### src/rtl/eq_serial_cmp_if.sv
// Request/result bundle for the serial magnitude/equality comparator.
interface eq_serial_cmp_if #(
  parameter int unsigned W  = 16,
  parameter int unsigned CW = 8
);
  logic          start;
  logic [W-1:0]  a;
  logic [W-1:0]  b;
  logic          clr_count;
  logic          ready;
  logic          done_tick;
  logic          eq;
  logic          gt;
  logic          lt;
  logic [CW-1:0] eq_count;

  modport master (
    output start, a, b, clr_count,
    input  ready, done_tick, eq, gt, lt, eq_count
  );

  modport slave (
    input  start, a, b, clr_count,
    output ready, done_tick, eq, gt, lt, eq_count
  );
endinterface

### src/rtl/eq_serial_cmp.sv
// Multi-cycle W-bit unsigned comparator: walks S-bit slices from the MSB end,
// stops on the first unequal slice, and keeps a saturating count of equal results.
module eq_serial_cmp #(
  parameter int unsigned W  = 16,
  parameter int unsigned S  = 4,
  parameter int unsigned CW = 8
) (
  input  logic           clk,
  input  logic           reset,
  eq_serial_cmp_if.slave bus
);
  localparam int unsigned N  = W / S;
  localparam int unsigned IW = (N > 1) ? $clog2(N) : 1;

  generate
    if ((S < 1) || (S > W) || ((W % S) != 0)) begin : g_bad_param
      $error("eq_serial_cmp: W must be a positive multiple of S");
    end
  endgenerate

  typedef enum logic [1:0] {
    IDLE = 2'd0,
    CMP  = 2'd1,
    DONE = 2'd2
  } state_t;

  state_t        state_q, state_d;
  logic [W-1:0]  a_q, a_d, b_q, b_d;
  logic [IW-1:0] idx_q, idx_d;
  logic          ready_q, ready_d;
  logic          done_q, done_d;
  logic          eq_q, eq_d, gt_q, gt_d, lt_q, lt_d;
  logic [CW-1:0] cnt_q, cnt_d;

  logic [S-1:0]  a_sl_c, b_sl_c;
  logic          sl_eq_c, last_c, eq_commit_c;

  // Current slice of the latched operands
  assign a_sl_c      = a_q[32'(idx_q) * S +: S];
  assign b_sl_c      = b_q[32'(idx_q) * S +: S];
  assign sl_eq_c     = (a_sl_c == b_sl_c);
  assign last_c      = (idx_q == '0);
  assign eq_commit_c = (state_q == CMP) && sl_eq_c && last_c;

  always_ff @(posedge clk) begin
    if (reset) state_q <= IDLE;
    else       state_q <= state_d;
  end

  always_comb begin
    state_d = state_q;
    unique case (state_q)
      IDLE:    if (bus.start) state_d = CMP;
      CMP:     if (!sl_eq_c || last_c) state_d = DONE;
      DONE:    state_d = IDLE;
      default: state_d = IDLE;
    endcase
  end

  // Next values of the registered outputs and datapath
  always_comb begin
    a_d     = a_q;
    b_d     = b_q;
    idx_d   = idx_q;
    eq_d    = eq_q;
    gt_d    = gt_q;
    lt_d    = lt_q;
    cnt_d   = cnt_q;
    ready_d = (state_d == IDLE);
    done_d  = (state_d == DONE);

    unique case (state_q)
      IDLE: begin
        if (bus.start) begin
          a_d   = bus.a;
          b_d   = bus.b;
          idx_d = IW'(N - 1);
        end
      end
      CMP: begin
        if (!sl_eq_c) begin
          gt_d = (a_sl_c > b_sl_c);
          lt_d = (a_sl_c < b_sl_c);
          eq_d = 1'b0;
        end else if (last_c) begin
          eq_d = 1'b1;
          gt_d = 1'b0;
          lt_d = 1'b0;
        end else begin
          idx_d = idx_q - IW'(1);
        end
      end
      default: ;
    endcase

    if (eq_commit_c && (cnt_q != '1)) cnt_d = cnt_q + CW'(1);
    // Clear takes priority over a coincident increment
    if (bus.clr_count) cnt_d = '0;
  end

  always_ff @(posedge clk) begin
    if (reset) begin
      a_q     <= '0;
      b_q     <= '0;
      idx_q   <= '0;
      ready_q <= 1'b1;
      done_q  <= 1'b0;
      eq_q    <= 1'b0;
      gt_q    <= 1'b0;
      lt_q    <= 1'b0;
      cnt_q   <= '0;
    end else begin
      a_q     <= a_d;
      b_q     <= b_d;
      idx_q   <= idx_d;
      ready_q <= ready_d;
      done_q  <= done_d;
      eq_q    <= eq_d;
      gt_q    <= gt_d;
      lt_q    <= lt_d;
      cnt_q   <= cnt_d;
    end
  end

  assign bus.ready     = ready_q;
  assign bus.done_tick = done_q;
  assign bus.eq        = eq_q;
  assign bus.gt        = gt_q;
  assign bus.lt        = lt_q;
  assign bus.eq_count  = cnt_q;
endmodule
### src/flat_wrapper.sv
// flat-port wrapper written by rule: the top's interface ports become plain ports
module eq_serial_cmp_flat 
#(
  parameter int unsigned W  = 16,
  parameter int unsigned S  = 4,
  parameter int unsigned CW = 8
)
  (clk, reset, bus_start, bus_a, bus_b, bus_clr_count, bus_ready, bus_done_tick, bus_eq, bus_gt, bus_lt, bus_eq_count);
  eq_serial_cmp_if #(.W(W), .CW(CW)) bus_i ();
  input  logic clk;
  input  logic reset;
  input wire logic [$bits(bus_i.start)-1:0] bus_start;
  input wire logic [$bits(bus_i.a)-1:0] bus_a;
  input wire logic [$bits(bus_i.b)-1:0] bus_b;
  input wire logic [$bits(bus_i.clr_count)-1:0] bus_clr_count;
  output wire logic [$bits(bus_i.ready)-1:0] bus_ready;
  output wire logic [$bits(bus_i.done_tick)-1:0] bus_done_tick;
  output wire logic [$bits(bus_i.eq)-1:0] bus_eq;
  output wire logic [$bits(bus_i.gt)-1:0] bus_gt;
  output wire logic [$bits(bus_i.lt)-1:0] bus_lt;
  output wire logic [$bits(bus_i.eq_count)-1:0] bus_eq_count;
  assign bus_i.start = bus_start;
  assign bus_i.a = bus_a;
  assign bus_i.b = bus_b;
  assign bus_i.clr_count = bus_clr_count;
  assign bus_ready = bus_i.ready;
  assign bus_done_tick = bus_i.done_tick;
  assign bus_eq = bus_i.eq;
  assign bus_gt = bus_i.gt;
  assign bus_lt = bus_i.lt;
  assign bus_eq_count = bus_i.eq_count;
  eq_serial_cmp #(.W(W), .S(S), .CW(CW)) u_core (.clk(clk), .reset(reset), .bus(bus_i));
endmodule
### config.mk
export PLATFORM = sky130hd
export DESIGN_NAME = eq_serial_cmp_flat
export DESIGN_NICKNAME = d
export VERILOG_FILES = /design/src/rtl/eq_serial_cmp_if.sv /design/src/rtl/eq_serial_cmp.sv /design/src/flat_wrapper.sv
export SDC_FILE = /design/constraint.sdc
export NUM_CORES = 1
export LEC_CHECK = 0
export CORE_MARGIN = 3
export CORE_UTILIZATION = 42
export CTS_CLUSTER_DIAMETER = 80
export DETAILED_ROUTE_END_ITERATION = 7
export MAX_ROUTING_LAYER = met4
export PLACE_DENSITY = 0.7
export RECOVER_POWER = 100
export SLEW_MARGIN = 20
export SYNTH_ARGS = -nofsm -noshare
export SYNTH_HDL_FRONTEND = slang
export SYNTH_SLANG_ARGS = --single-unit
export TNS_END_PERCENT = 5
### constraint.sdc
create_clock -name clk -period 5.8 [get_ports clk]
set_input_delay 1.16 -clock clk [delete_from_list [all_inputs] [get_ports clk]]
set_output_delay 1.16 -clock clk [all_outputs]
set_load 0.02 [all_outputs]
Yosys cells after proc, flatten, opt, wreduce, memory -nomap -nowiden. Index checks and enable logic that the tools add are counted.

Register bits after elaboration: 49. Input bits: 36. Output and inout port bits: 13. Logic and storage cells: 49.

$add $sub $neg: 2. Magnitude comparators: 2. Eq/ne operators: 8. Shift-type cells: 2. Multiplexer cells: 12. Reduce and logical (&&, ||, !) cells: 13.

Operators with widths (count): indexed part select 16 x 5 -> 4 bit (2); 2-to-1 mux 2 bit (5); adder 8 x 1 -> 8 bit, second input constant (1); inequality test 8 bit, second input constant (1); one-hot mux 2 bit (2 select lines) (2); logical NOT 2 bit (3); inequality test 2 bit, second input constant (3); 2-to-1 mux 1 bit (5); == test 4 bit (1); > comparator 4 bit (1); < comparator 4 bit (1); AND reduction 2 bit (2); AND reduction 4 bit (1); logical AND 1 bit (3); == test 2 x 1 -> 1 bit, second input constant (1); == test 2 bit, second input constant (1); inequality test 2 x 1 -> 1 bit, second input constant (1); nonzero test 2 bit (1); OR reduction 2 bit (1); subtractor 2 x 1 -> 2 bit, second input constant (1); logical NOT 1 bit (1); logical OR 1 bit (1).

Logic depth before layout (Yosys ltp). Gate-level depths: netlist of the first run.

Depth in word-level cells: 7. Depth in mapped cells: 8.

Worst setup path after synthesis of the first run. Ideal clock, no wire load.

Path type: flip-flop to flip-flop. Start: register u_core.idx_q[0]. End: register u_core.cnt_q[6] (netlist: u_core.bus.eq_count[6]). Data arrival time: 2263 ps. Required time: 5730 ps. Setup slack: 3467 ps. Stages on the path, launching flop included: 8. Path buffers: 1. Cell sequence: dfxtp_1 -> buf_2 -> mux4_2 -> ha_1 -> and4_4 -> o211ai_4 -> or4_1 -> a21oi_1.

Cells in the longest elaborated chain, start to end: 5. Elaborated cells on any way between the ends: 7. Those cells by class: 1 x eq/ne; 2 x shift; 4 x reduce/logical.

RTL lines: start, declared (RTL line eq_serial_cmp.sv:29) `logic [IW-1:0] idx_q, idx_d;`; start signal, assigned (RTL line eq_serial_cmp.sv:115) `idx_q <= idx_d;`; indexed part select 16 x 5 -> 4 bit (on tied branches) (RTL line eq_serial_cmp.sv:39, eq_serial_cmp.sv:40); == test 4 bit (RTL line eq_serial_cmp.sv:41) `assign sl_eq_c = (a_sl_c == b_sl_c);`; logical AND 1 bit (RTL line eq_serial_cmp.sv:43) `assign eq_commit_c = (state_q == CMP) && sl_eq_c && last_c;`; logical AND 1 bit (*) (RTL line eq_serial_cmp.sv:43); logical AND 1 bit (*) (RTL line eq_serial_cmp.sv:96) `if (eq_commit_c && (cnt_q != '1)) cnt_d = cnt_q + CW'(1);`; end signal, assigned (RTL line eq_serial_cmp.sv:121) `cnt_q <= cnt_d;`; end, declared (RTL line eq_serial_cmp.sv:33) `logic [CW-1:0] cnt_q, cnt_d;`.

Mark *: on every way between the ends. The rest lies on a longest branch, timed or not. A chain may end at the register's enable or synchronous reset.

Worst setup path after layout of the first run.
Start: input bus_start. End: register u_core.idx_q[1].

Cells in the longest elaborated chain, start to end: 2.

RTL lines: start, declared (RTL line flat_wrapper.sv:12) `input wire logic [$bits(bus_i.start)-1:0] bus_start;`; inequality test 2 bit (no source line); AND reduction 4 bit (no source line).

Every way passes these cells.

==> reports/results.txt, run 1 <==
detailed-route wire length per cell: 11.9 µm
Unique masters post-synth: 38
# Post-CTS Setup Buffers: 0
Routed WL: 4160 µm
nature of the critical path endpoint: flop
delay of the slowest cell on the worst path: 860 ps
DRC: 0
half-perimeter wire length of the detailed placement result: 3030 µm
post-route non-filler standard cell count: 350
aggregate global-route resource usage: 0.157
cell total after placement: 343
clock-pin slew on the worst setup and hold paths: 80 ps
type of the tightest min-delay check: flop to flop
peak supply drop: 132 µV
critical-path cell list: dlygate4sd3_1, or3b_1, o31a_1, nor2_1, a211oi_1
highest attainable clock frequency: 337 MHz
vias in the first global route: 1689
Inserted Clock Buffers: 5
CP startpoint kind: input pin
Initial Util: 0.440
Setup Total Neg Slack: 0 ps
final clock skew: 8.33 ps
Num Clock Sinks: 49
post-layout min period: 2970 ps
number of antenna diodes: 0
met1 layer usage reported by global route: 0.186
fin util: 0.563
synthesized netlist cell count: 240
x dimension of the die: 76.8 µm
yosys synthesis warning count: 0
Clock Tree Buf Depth: 2
vertical extent of the die: 76.8 µm
via density per instance: 4.97
leakage dissipation: 1.02 nW
post-detailed-route count of antenna-violating nets: 0
Final Hold Vio Count: 0
Top-Level Pins: 49
most common cell after layout, fill and taps aside: sky130_fd_sc_hd__nand2_1
initial antenna violation count: 0
register bit count reported by yosys: 49
data required time at the worst endpoint: 6010 ps
Max-slew headroom: 0.305
highest-delay cell along the critical path: sky130_fd_sc_hd__or3b_1
total power per unit cell area: 268 nW/µm²
unrepaired setup endpoints after global routing: false
syn_nets: 282
fraction of final layout cells with drive strength greater than 1: 0.0671
number of resized instances in the post-cts repair step: 0
Layout Nets: 325
Cell Area, Placed: 2630 µm²
result of the run: finished clean
largest net degree at the start of global routing: 42
clock latency of the later-clocked register in the worst-skew pair: 290 ps
max-cap check violation count: 0
global-route wire length before repair: 7360 µm
met3 routing resource usage after global routing: 0.0481
final hold slack: 456 ps
critical path peak fanout: 33
Core Footprint: 4790 µm²
data arrival at the endpoint of the critical path: 3180 ps
Area growth, synth to finish: 28.0%
type of the setup path with the least slack: input pin to flop
detailed router's first-iteration violation count: 79
area of all placed cells without fillers: 2690 µm²
Global Route met2 Usage: 0.256
vias after detailed routing: 1741
TritonCTS clock tree: done
cell area after synthesis: 2100 µm²
hold buffer count at CTS: 0
number of rows in the core area: 25
worst-margin pin slew: 1040 ps
proportion of synthesized chip area in sequential cells: 0.466
Avg Cell Area, Syn: 8.77 µm²
period utilisation layout: 0.512
leading cell types in the layout, fill and taps excluded: 69 x sky130_fd_sc_hd__nand2_1, 49 x sky130_fd_sc_hd__dfxtp_1, 37 x sky130_fd_sc_hd__a21oi_1
number of pins exceeding their max-slew limit in the final report: 0
endpoints failing setup: 0
full die area: 5900 µm²
clk root buf: sky130_fd_sc_hd__clkbuf_8
number of optimization iterations in the first detailed-route pass: 4
highest-utilization routing layer at the global route stage: met2
maximum level of the CTS H-tree: 2
Port Buffers: 48
total congestion overflow after global routing: 0
final weighted congestion in routability-driven placement: 0.836
## final timing paths
kind	from	to	slack, ps	cells after the start
min	u_core.b_q[15]	u_core.b_q[15]	460	2
max	bus_start	u_core.idx_q[1]	2830	5
min reg2reg	u_core.b_q[15]	u_core.b_q[15]	460	2
max reg2reg	u_core.idx_q[0]	u_core.bus.eq_count[6]	3010	6
## Yosys cell counts, drive strengths merged
master | n | area share
o21ai | 4 | 0.0095
nor3b | 1 | 0.0036
mux4 | 8 | 0.086
o22ai | 1 | 0.0030
nand4 | 2 | 0.0059
nor2b | 2 | 0.0059
nand3 | 3 | 0.0071
o31ai | 1 | 0.0036
nand2 | 69 | 0.12
nor4 | 1 | 0.0030
nand2b | 1 | 0.0030
a211oi | 2 | 0.0071
or2 | 1 | 0.0030
o2111ai | 2 | 0.011
and4 | 1 | 0.0054
o31a | 1 | 0.0042
nor2 | 11 | 0.020
mux2i | 1 | 0.0048
inv | 7 | 0.012
ha | 6 | 0.036
clkbuf | 8 | 0.014
or3 | 3 | 0.0089
and3b | 2 | 0.0089
or4 | 1 | 0.0036
xor2 | 3 | 0.012
dfxtp | 49 | 0.47
nor3 | 1 | 0.0024
a21oi | 37 | 0.088
or3b | 1 | 0.0042
buf | 6 | 0.014
o211ai | 2 | 0.014
nand4b | 1 | 0.0042
and3 | 1 | 0.0030
## where the power goes
group,switching [mW],internal [mW]
logic,0.0715,0.0730
registers,0.0183,0.361
clock network,0.103,0.0947
total,0.193,0.528
## final cells by class
type | count | area [µm²]
Inverter | 7 | 26.3
Clock buffer | 7 | 86.3
Sequential cell | 49 | 981
Fill cell | 472 | 2090
Timing Repair Buffer | 50 | 495
Tap cell | 67 | 83.8
Multi-Input combinational cell | 170 | 1020
## critical path, delay by kind of cell
kind	cells	cell delay, ps
buf+inv	1	550
simple gates	2	930
compound gates	2	540
## per-layer routing
layer	routed length, µm	vias to the layer above
li1	-	908
met1	1900	788
met2	1980	41
met3	231	4
met4	51	0
met5	0	-
## sequential cells by signal (all words and copies together), names as in the netlist
register,cells
u_core.idx_q,2
u_core.a_q,16
u_core.bus.lt,1
u_core.bus.gt,1
u_core.bus.eq,1
u_core.bus.ready,1
u_core.b_q,16
u_core.state_q,2
u_core.bus.eq_count,8
u_core.bus.done_tick,1
## through the flow
step	setup WS, ps	total power [mW]
floorplan	3470	0.488
global route	2640	0.766
detailed placement	2620	0.544
finish	2830	0.721
CTS	2940	0.742
global placement	2670	0.541
## cells by family (layout without fill, tap and decap cells)
kind of cell               Yosys count  in the layout  synth area share
buffers and inverters               21             64            0.0404
adders and majority gates            6              6            0.0357
and+or+nand+nor                    102            102             0.215
muxes                                9              9            0.0904
DFF                                 49             49             0.466
xor gates and xnor gates             3              3            0.0125
AOI/OAI and AO/OA                   50             50             0.140
Note: power is estimated with default switching activity, not from simulation.
==> run 2: changes to the inputs <==
==> constraint.sdc (replaced) <==
create_clock -name clk -period 2.8 [get_ports clk]
set_input_delay 0.56 -clock clk [delete_from_list [all_inputs] [get_ports clk]]
set_output_delay 0.56 -clock clk [all_outputs]
set_load 0.02 [all_outputs]
==> reports/results.txt, run 2 (same netlist as run 1, synthesis figures left out) <==
result of the run: finished clean
part of the total power dissipated in sequential elements: 0.527
DRC: 0
fin util: 0.567
highest-delay cell along the critical path: sky130_fd_sc_hd__dfxtp_1
Area growth, synth to finish: 28.9%
initial antenna violation count: 0
full die area: 5900 µm²
Final Hold Vio Count: 0
highest attainable clock frequency: 384 MHz
number of resized instances in the post-cts repair step: 0
Top-Level Pins: 49
number of antenna diodes: 0
clock power share: 0.261
maximum level of the CTS H-tree: 2
leakage dissipation: 1.02 nW
vias after detailed routing: 1769
type of the setup path with the least slack: flop to flop
Setup Total Neg Slack: 0 ps
data required time at the worst endpoint: 3040 ps
Clock Tree Buf Depth: 2
cell total after placement: 345
Port Buffers: 48
TritonCTS clock tree: done
worst-margin pin slew: 717 ps
peak supply drop: 271 µV
critical path peak fanout: 9
# Post-CTS Setup Buffers: 0
Core Footprint: 4790 µm²
Inserted Clock Buffers: 5
highest-utilization routing layer at the global route stage: met2
relative contribution of combinational cells to total power: 0.212
clk root buf: sky130_fd_sc_hd__clkbuf_8
number of optimization iterations in the first detailed-route pass: 4
Routed WL: 4290 µm
post-route non-filler standard cell count: 353
Num Clock Sinks: 49
unrepaired setup endpoints after global routing: false
nature of the critical path endpoint: flop
total power per unit cell area: 550 nW/µm²
period utilisation layout: 0.930
final clock skew: 9.42 ps
max-cap check violation count: 0
internal power summed over all cells: 1.09 mW
via density per instance: 5.01
x dimension of the die: 76.8 µm
leading cell types in the layout, fill and taps excluded: 69 x sky130_fd_sc_hd__nand2_1, 49 x sky130_fd_sc_hd__dfxtp_1, 37 x sky130_fd_sc_hd__a21oi_1
delay of the slowest cell on the worst path: 650 ps
hold buffer count at CTS: 0
final weighted congestion in routability-driven placement: 0.773
Global Route met2 Usage: 0.242
number of rows in the core area: 25
met1 layer usage reported by global route: 0.186
vias in the first global route: 1667
critical-path cell list: mux4_2, ha_1, and4_4, o2111ai_1, or3_1, a21oi_1
data arrival at the endpoint of the critical path: 2840 ps
most common cell after layout, fill and taps aside: sky130_fd_sc_hd__nand2_1
net switching share of the total power: 0.272
Max-slew headroom: 0.522
Cell Area, Placed: 2650 µm²
Initial Util: 0.440
global-route wire length before repair: 7260 µm
post-detailed-route count of antenna-violating nets: 0
fraction of final layout cells with drive strength greater than 1: 0.0734
clock latency of the later-clocked register in the worst-skew pair: 300 ps
area of all placed cells without fillers: 2710 µm²
sum of internal, switching and leakage power: 1.49 mW
endpoints failing setup: 0
clock-pin slew on the worst setup and hold paths: 90 ps
power spent charging and discharging nets: 0.406 mW
Layout Nets: 327
largest net degree at the start of global routing: 41
number of pins exceeding their max-slew limit in the final report: 0
half-perimeter wire length of the detailed placement result: 3110 µm
total congestion overflow after global routing: 0
met3 routing resource usage after global routing: 0.0469
aggregate global-route resource usage: 0.153
CP startpoint kind: flop
vertical extent of the die: 76.8 µm
detailed router's first-iteration violation count: 44
type of the tightest min-delay check: flop to flop
post-layout min period: 2600 ps
detailed-route wire length per cell: 12.1 µm
[run 2: cell count changes in the layout (fill, tap and decap cells not counted), sizes merged]
cell / before / now
clkbuf: 7 / 10
[run 2: path summary, 6_finish.rpt]
| check | startpoint | end | slack (ps) | depth (start not counted) |
|---|---|---|---|---|
| max | u_core.idx_q[0] | u_core.bus.eq_count[5] | 200 | 6 |
| min | u_core.b_q[11] | u_core.b_q[11] | 460 | 2 |
| max reg2reg | u_core.idx_q[0] | u_core.bus.eq_count[5] | 200 | 6 |
| min reg2reg | u_core.b_q[11] | u_core.b_q[11] | 460 | 2 |
[run 2: per-layer routing]
layer  part of all wire  vias to the layer above
li1                   -                      915
met1               0.46                      799
met2               0.47                       48
met3              0.056                        7
met4              0.016                        0
met5                  0                        -
[run 2: layout make-up]
cell class                 count  area [µm²]
clock buffer                   8        80.1
fill                         446        2070
multi-input combinational    170        1040
tap                           67        83.8
timing repair buffer          52         504
inverter                       7        26.3
sequential                    49         981
[run 2: per-stage QoR]
stage                     setup WS [ps]  hold slack [ps]
after floorplan                     467              433
after global placement              265              442
after detailed placement            188              444
after CTS                           176              455
after global routing               12.2              479
final                               197              455
[run 2: power by group through the flow]
stage               Sequential, mW  Combinational, mW  Clock (mW)
CTS                          0.788              0.328       0.403
detailed placement           0.805              0.325           0
floorplan                    0.792              0.220           0
global placement             0.803              0.320           0
global route                 0.795              0.353       0.431
finish                       0.786              0.316       0.389
[run 2: critical path: cells and delay by family, from the launching register on]
family	cells	cell delay, ps
DFF	1	650
and+or+nand+nor	2	650
muxes	1	560
adders and majority gates	1	350
AOI/OAI and AO/OA	2	340
